**src/rtl/dcache_pkg.sv**
```systemverilog
// Shared sizes and FSM state type for the D-cache data-array controller and its refill buffer.
package dcache_pkg;

  localparam int SET_BITS_DEF  = 5;
  localparam int LINE_BITS_DEF = 256;
  localparam int WORD_BITS     = 32;
  localparam int BEAT_BITS     = 64;
  localparam int NUM_BEATS     = 4;
  localparam int BEAT_CNT_BITS = $clog2(NUM_BEATS);

  typedef enum logic [1:0] {
    ST_IDLE  = 2'd0,
    ST_FILL  = 2'd1,
    ST_WRITE = 2'd2
  } fill_state_e;

endpackage

```
**src/rtl/dcache_fill_buf.sv**
```systemverilog
// Refill beat counter and line assembly buffer; beat k lands in bits [64k+63:64k].
module dcache_fill_buf
  import dcache_pkg::*;
#(
  parameter int LINE_BITS = LINE_BITS_DEF
) (
  input  logic                 clk,
  input  logic                 rst_n,
  input  logic                 beat_en,
  input  logic [BEAT_BITS-1:0] beat_data,
  output logic                 last_beat,
  output logic [LINE_BITS-1:0] line_data
);

  logic [BEAT_CNT_BITS-1:0] cnt_q, cnt_d;

  always_comb begin
    cnt_d = cnt_q;
    if (beat_en) begin
      if (cnt_q == BEAT_CNT_BITS'(NUM_BEATS - 1)) cnt_d = '0;
      else                                        cnt_d = cnt_q + 1'b1;
    end
  end

  always_ff @(posedge clk or negedge rst_n) begin
    if (!rst_n) cnt_q <= '0;
    else        cnt_q <= cnt_d;
  end

  assign last_beat = (cnt_q == BEAT_CNT_BITS'(NUM_BEATS - 1));

  for (genvar gi = 0; gi < NUM_BEATS; gi++) begin : g_beat
    logic [BEAT_BITS-1:0] beat_q, beat_d;

    always_comb begin
      beat_d = beat_q;
      if (beat_en && (cnt_q == BEAT_CNT_BITS'(gi))) beat_d = beat_data;
    end

    always_ff @(posedge clk or negedge rst_n) begin
      if (!rst_n) beat_q <= '0;
      else        beat_q <= beat_d;
    end

    assign line_data[gi*BEAT_BITS +: BEAT_BITS] = beat_q;
  end

endmodule

```
**src/rtl/dcache_data_ctrl.sv**
```systemverilog
// D-cache data-array controller: CPU word loads/stores and 4-beat line refills share one line-wide SRAM.
// Define DCACHE_DATA_RESP_REG_EN to register the selected load word (response latency 2 instead of 1).
module dcache_data_ctrl
  import dcache_pkg::*;
#(
  parameter int SET_BITS  = SET_BITS_DEF,
  parameter int LINE_BITS = LINE_BITS_DEF
) (
  input  logic                   clk,
  input  logic                   rst_n,
  input  logic                   req_valid,
  output logic                   req_ready,
  input  logic                   req_we,
  input  logic [SET_BITS-1:0]    req_set,
  input  logic [2:0]             req_offset,
  input  logic [WORD_BITS-1:0]   req_wdata,
  input  logic [3:0]             req_wmask,
  output logic                   resp_valid,
  output logic [WORD_BITS-1:0]   resp_rdata,
  input  logic                   fill_valid,
  output logic                   fill_ready,
  input  logic [SET_BITS-1:0]    fill_set,
  input  logic [BEAT_BITS-1:0]   fill_data,
  output logic                   sram_csb,
  output logic                   sram_web,
  output logic [LINE_BITS/8-1:0] sram_wmask,
  output logic [SET_BITS-1:0]    sram_addr,
  output logic [LINE_BITS-1:0]   sram_din,
  input  logic [LINE_BITS-1:0]   sram_dout
);

  localparam int NUM_WORDS = LINE_BITS / WORD_BITS;
  localparam int MASK_BITS = LINE_BITS / 8;

  fill_state_e          state_q, state_d;
  logic [SET_BITS-1:0]  fill_set_q, fill_set_d;
  logic                 fill_ready_q, fill_ready_d;
  logic                 fill_fire;
  logic                 req_fire;
  logic                 last_beat;
  logic [LINE_BITS-1:0] fill_line;

  assign fill_ready = fill_ready_q;
  assign fill_fire  = fill_valid & fill_ready_q;

  dcache_fill_buf #(
    .LINE_BITS (LINE_BITS)
  ) u_fill_buf (
    .clk       (clk),
    .rst_n     (rst_n),
    .beat_en   (fill_fire),
    .beat_data (fill_data),
    .last_beat (last_beat),
    .line_data (fill_line)
  );

  always_comb begin
    state_d    = state_q;
    fill_set_d = fill_set_q;
    unique case (state_q)
      ST_IDLE: begin
        if (fill_fire) begin
          state_d    = ST_FILL;
          fill_set_d = fill_set;
        end
      end
      ST_FILL:  if (fill_fire && last_beat) state_d = ST_WRITE;
      ST_WRITE: state_d = ST_IDLE;
      default:  state_d = ST_IDLE;
    endcase
    fill_ready_d = (state_d != ST_WRITE);
  end

  always_ff @(posedge clk or negedge rst_n) begin
    if (!rst_n) begin
      state_q      <= ST_IDLE;
      fill_set_q   <= '0;
      fill_ready_q <= 1'b1;
    end else begin
      state_q      <= state_d;
      fill_set_q   <= fill_set_d;
      fill_ready_q <= fill_ready_d;
    end
  end

  // Only the set being refilled is stalled; other sets hit under the fill.
  always_comb begin
    req_ready = 1'b1;
    if (state_q == ST_WRITE)                              req_ready = 1'b0;
    else if (state_q == ST_FILL && req_set == fill_set_q) req_ready = 1'b0;
  end

  // Reset also masks acceptance so a request held during reset never reaches the SRAM.
  assign req_fire = req_valid & req_ready & rst_n;

  always_comb begin
    sram_csb   = 1'b1;
    sram_web   = 1'b1;
    sram_wmask = '0;
    sram_addr  = '0;
    sram_din   = '0;
    if (state_q == ST_WRITE) begin
      sram_csb   = 1'b0;
      sram_web   = 1'b0;
      sram_wmask = '1;
      sram_addr  = fill_set_q;
      sram_din   = fill_line;
    end else if (req_fire) begin
      sram_csb  = 1'b0;
      sram_addr = req_set;
      if (req_we) begin
        sram_web   = 1'b0;
        sram_din   = {NUM_WORDS{req_wdata}};
        sram_wmask = MASK_BITS'(req_wmask) << {req_offset, 2'b00};
      end
    end
  end

  logic                 load_q, load_d;
  logic [2:0]           off_q, off_d;
  logic [WORD_BITS-1:0] dout_word [NUM_WORDS];
  logic [WORD_BITS-1:0] word_sel;

  always_comb begin
    load_d = req_fire & ~req_we;
    off_d  = load_d ? req_offset : off_q;
  end

  always_ff @(posedge clk or negedge rst_n) begin
    if (!rst_n) begin
      load_q <= 1'b0;
      off_q  <= '0;
    end else begin
      load_q <= load_d;
      off_q  <= off_d;
    end
  end

  for (genvar gi = 0; gi < NUM_WORDS; gi++) begin : g_word
    assign dout_word[gi] = sram_dout[gi*WORD_BITS +: WORD_BITS];
  end

  assign word_sel = dout_word[off_q];

`ifdef DCACHE_DATA_RESP_REG_EN
  logic                 resp_valid_q, resp_valid_d;
  logic [WORD_BITS-1:0] resp_rdata_q, resp_rdata_d;

  always_comb begin
    resp_valid_d = load_q;
    resp_rdata_d = load_q ? word_sel : resp_rdata_q;
  end

  always_ff @(posedge clk or negedge rst_n) begin
    if (!rst_n) begin
      resp_valid_q <= 1'b0;
      resp_rdata_q <= '0;
    end else begin
      resp_valid_q <= resp_valid_d;
      resp_rdata_q <= resp_rdata_d;
    end
  end

  assign resp_valid = resp_valid_q;
  assign resp_rdata = resp_rdata_q;
`else
  assign resp_valid = load_q;
  assign resp_rdata = load_q ? word_sel : '0;
`endif

endmodule

```
**config.mk**
```make
export PLATFORM = sky130hd
export DESIGN_NAME = dcache_data_ctrl
export DESIGN_NICKNAME = d
export VERILOG_FILES = /design/src/rtl/dcache_pkg.sv /design/src/rtl/dcache_fill_buf.sv /design/src/rtl/dcache_data_ctrl.sv
export SDC_FILE = /design/constraint.sdc
export NUM_CORES = 1
export LEC_CHECK = 0
export CORE_AREA = 5 5 271 273
export CTS_BUF_LIST = sky130_fd_sc_hd__clkbuf_4 sky130_fd_sc_hd__clkbuf_8
export DETAILED_ROUTE_END_ITERATION = 12
export DIE_AREA = 0 0 276 278
export GPL_ROUTABILITY_DRIVEN = 0
export PLACE_DENSITY = 0.53
export SLEW_MARGIN = 20
export SYNTH_ARGS = -nofsm -noshare
export SYNTH_HDL_FRONTEND = slang
export SYNTH_HIERARCHICAL = 1
export SYNTH_SLANG_ARGS = --single-unit
```
**constraint.sdc**
```tcl
create_clock -name clk -period 4.8 [get_ports clk]
set_input_delay 1.2 -clock clk [delete_from_list [all_inputs] [get_ports clk]]
set_output_delay 1.2 -clock clk [all_outputs]
set_load 0.02 [all_outputs]
```
; ---- After elaboration in Yosys (flattened, before gate mapping)
; Cells that the tools add are included.
[word_totals]
regBits = 270
input_bits = 374
output_inout_bits = 330
word_cells = 57
[op_classes]
add_sub_neg = 1
order_cmp = 1
eq_ne = 7
n_shift = 1
mux = 23
bitwise = 6
reduce_logical = 8
[ops]
columns = op, count
row1 = 256-bit two-way mux, 3
row2 = 32-bit two-way mux, 6
row3 = 32-bit binary-select mux with 3-bit select, 1
row4 = 4-bit by 5-bit << shifter with 32-bit output, 1
row5 = 5-bit two-way mux, 2
row6 = 1-bit two-way mux, 7
row7 = "2-bit equality test, second input constant", 3
row8 = 2-bit two-way mux, 3
row9 = 5-bit equality test, 1
row10 = 1-bit logical AND, 5
row11 = 1-bit bitwise AND, 4
row12 = "2-bit by 1-bit equality test with 1-bit output, second input constant", 2
row13 = "4-bit greater-or-equal comparator, second input constant", 1
row14 = 2-bit logical NOT, 2
row15 = 3-bit inverter with 4-bit output, 1
row16 = 2-bit one-hot mux with 2 select lines, 1
row17 = "2-bit by 1-bit adder with 2-bit output, second input constant", 1
row18 = "2-bit != test, second input constant", 1
row19 = 2-bit AND reduction, 1
row20 = 1-bit inverter, 1

; ---- Depth between registers and ports, before layout
[depth]
depth_word = 8
mapped_depth = 6

; ---- Modules after synthesis
; The synthesis kept the hierarchy.
[by_module_without_submodules]
columns = module, n_inst, cells_per_inst, area_per_inst_um2
row1 = dcache_fill_buf, 1, 554, 10904.2
row2 = dcache_data_ctrl, 1, 602, 5721.7

; ---- Worst setup path before layout
; OpenSTA, ideal clock, no wires.
[synth_path]
path_kind = input port to output port
from = in rst_n
to = out sram_wmask[27]
arrival_time_ns = 2.443
required_time_ns = 3.600
path_slack_ns = 1.157
path_stages = 5
n_path_buf = 1
cell_sequence = and3_1 -> clkbuf_1 -> nor2b_1 -> nand3_1 -> o21ai_0
[synth_between]
elab_chain_len = 3
[synth_rtl]
columns = element, line
row1 = from (decl), dcache_data_ctrl.sv:10  ; input logic rst_n,
row2 = 1-bit bitwise AND, dcache_data_ctrl.sv:94  ; assign req_fire = req_valid & req_ready & rst_n;
row3 = 32-bit two-way mux, dcache_data_ctrl.sv:108  ; end else if (req_fire) begin
row4 = 32-bit two-way mux, dcache_data_ctrl.sv:102  ; if (state_q == ST_WRITE) begin
row5 = to (decl), dcache_data_ctrl.sv:26  ; output logic [LINE_BITS/8-1:0] sram_wmask,
; No other way between the ends.

; ---- Final worst setup path
[layout_path]
from = in req_set[0]
to = out sram_din[82]
[layout_between]
elab_chain_len = 8
[layout_rtl]
columns = element, line
row1 = from (decl), dcache_data_ctrl.sv:14  ; input logic [SET_BITS-1:0] req_set,
row2 = 5-bit equality test, dcache_data_ctrl.sv:90  ; else if (state_q == ST_FILL && req_set == fill_set_q) req_ready = 1'b0;
row3 = 1-bit logical AND, dcache_data_ctrl.sv:90
row4 = 1-bit two-way mux, dcache_data_ctrl.sv:90
row5 = 1-bit two-way mux, dcache_data_ctrl.sv:89  ; if (state_q == ST_WRITE) req_ready = 1'b0;
row6 = 1-bit bitwise AND (2 in a row), dcache_data_ctrl.sv:94
row7 = 256-bit two-way mux, dcache_data_ctrl.sv:108
row8 = 256-bit two-way mux, dcache_data_ctrl.sv:102
row9 = to (decl), dcache_data_ctrl.sv:28  ; output logic [LINE_BITS-1:0] sram_din,
; No other way between the ends.

==> run summary <==
Average size of a mapped cell = 14.4 µm²
Clock slew at reported path FFs = 0.05 ns
Gr usage total = 18.4%
Synthesized area = 16600 µm²
I/O pins = 704
RSZ-0062 raised after global routing = false
Final min period = 4.70 ns
Worst hold path class = reg -> reg
Sequential share of the synthesized area = 40.6%
Leading cell types by count after synthesis = dfrtp_1, a22o_1, mux2_4, mux4_2, buf_1
Initial antenna violation count = 14
TritonCTS clock tree = yes
P_leak = 12.1 nW
Synth cell types = 37
Final cycle utilization of the critical path = 97.9%
Actual transition at the worst max-transition pin = 1.10 ns
Row Count = 98
Post-synthesis xor/xnor area fraction = 0.263%
Vias in the first global route = 14400
Detailed-route via count = 13300
Final setup TNS = 0 ns
Multiplexer share of the synthesized area = 33.9%
Post-Synth Adder-Cell Area = 0.376%
Share of layout cells above drive strength 1 = 26.6%
CTS root buffer = clkbuf_8
Async SR Flop Fraction = 100%
Post-synth top area cell = dfrtp_1
Port bufs = 703
Max Clock Freq = 213 MHz
Largest net degree at the start of global routing = 150
First-pass GRT wire length = 106000 µm
Post-synth EDFFs = 0
Type of the worst setup path = in -> out
Initial DRT Pass Iterations = 5
Nets = 2199
DRT iter0 DRCs = 763
P&R area growth vs syn = 53.7%
Die Ht = 278 µm
Prevailing post-synth register cell = dfrtp_1
Worst Path Required = 3.60 ns
Setup bufs post-CTS = 0
Synthesized net count = 1535
CP Capture Type = output pin
Cell Pwr Density = 463 nW/µm²
Largest family of logic cells by synthesized area = multiplexers
H-tree levels = 2
DRC errors left = 0
Initial Util = 23.5%
Hold_buf cts = 0
Vias per inst = 4.70
Post-Synth Simple-Gate Area = 2.72%
Hold WS = 0.507 ns
# setup viols final = 0
Type of origin of the critical path = primary input
Worst Path Arrival = 3.50 ns
Post-route ant nets = 0
Mapped Cells = 1156
Compound-cell area share of the yosys netlist = 15.1%
Ys Warns = 6
Max VDD drop = 0.000265 V
Run status = completed
Total CTS buffers = 54
GRT Residual Overflow = 0
Clock Skew = 0.0339 ns
Post-synth top area share = 40.5%
Routed len/inst = 26.5 µm
Max Transition Viols Final = 0
Detailed placement HPWL = 56400 µm
Worst Path Max Fanout = 54
Final Hold Fails = 0
Count leader, synth = dfrtp_1
Die X = 276 µm
Die area = 76700 µm²
Core area = 70900 µm²
Deepest clock path buffer count = 3
Max transition margin = 26.9%
Clock latency at the later pin of the worst-skew pair = 0.62 ns
Leading post-synthesis cells by cell area = dfrtp_1, mux2_4, a22o_1
#FFs+latches synth = 270
Total of max-cap violations = 0
Final Routed Wirelength = 74800 µm
CTS Sinks = 270
[where the power goes]
part	switching (W)	internal [W]
logic	0.00183	0.00307
registers	0.000917	0.00345
clock network	0.00108	0.00148
total	0.00383	0.00799
[state kept, by name (all words and copies together), names as in the netlist]
register	flops
resp_valid	1
state_q	2
fill_ready	1
u_fill_buf/cnt_q	2
u_fill_buf/g_beat.beat_q	256
off_q	3
fill_set_q	5
[critical path, cell delays in order]
cell	delay [ns]
clkdlybuf4s50_1	0.53
xnor2_2	0.14
nand4_2	0.18
o211a_4	0.30
buf_12	0.15
buf_12	0.18
a22o_1	0.21
clkdlybuf4s50_1	0.54
[final timing paths]
check	slack, ns	cells after the start	to	from
worst max-delay path	0.1	8	sram_din[82]	req_set[0]
worst min-delay path	0.51	1	u_fill_buf/g_beat[2].beat_q[0]	u_fill_buf/g_beat[2].beat_q[0]
worst max register to register	2.16	4	u_fill_buf/g_beat[1].beat_q[62]	fill_ready
worst min register to register	0.51	1	u_fill_buf/g_beat[2].beat_q[0]	u_fill_buf/g_beat[2].beat_q[0]
max in group asynchronous	2.02	5	u_fill_buf/g_beat[2].beat_q[50]	rst_n
min in group asynchronous	0.68	2	u_fill_buf/g_beat[2].beat_q[34]	rst_n
[through the flow]
step	setup WS [ns]	area (µm²)	total power (W)	util [%]	std cells
after global placement	-0.0265	24200	0.00925	34.1	2713
after detailed placement	-0.0266	24200	0.00932	34.1	2713
after floorplan	1.16	16600	0.00773	-	1156
after CTS	0.0484	25300	0.0120	35.7	2811
after global routing	0.0306	25500	0.0124	36.0	2820
final	0.0992	25600	0.0118	36.1	2824
[metal layers]
layer	share of wire [%]	global-route usage, %
met5	0.051	0
met4	3.7	7.21
met2	49	31.6
met1	39	21.4
met3	7.5	5.92
[cell usage in the layout (no fill, tap or decap), drive strengths merged, types with 13 or more instances in the layout]
master	n
clkbuf	79
a22o	256
dlygate4sd2	31
buf	57
clkdlybuf4s50	595
clkinv	13
mux2i	32
mux2	264
nor2b	36
mux4	64
o21ai	39
dlymetal6s2s	65
dfrtp	269
[timing repair]
| action | CTS | global route |
|---|---|---|
| endpoints found under the setup margin | 31 | 75 |
| gates cloned | 0 | 0 |
| resized for setup | 31 | 66 |
[cells by family after synthesis]
kind of cell / Yosys count
muxes: 360
and+or+nand+nor: 68
DFF: 270
buffers and inverters: 145
AOI/OAI and AO/OA: 303
adders and majority gates: 5
xor gates and xnor gates: 5
[final cells by class]
cell class | instances | area [µm²]
fill | 6952 | 45300
multi-input combinational | 741 | 8720
timing repair buffer | 748 | 7650
sequential | 270 | 6760
tap | 950 | 1190
clock buffer | 79 | 1020
clock inverter | 19 | 165
antenna | 12 | 30.0
inverter | 5 | 18.8
Note: power is estimated with default switching activity, not from simulation.
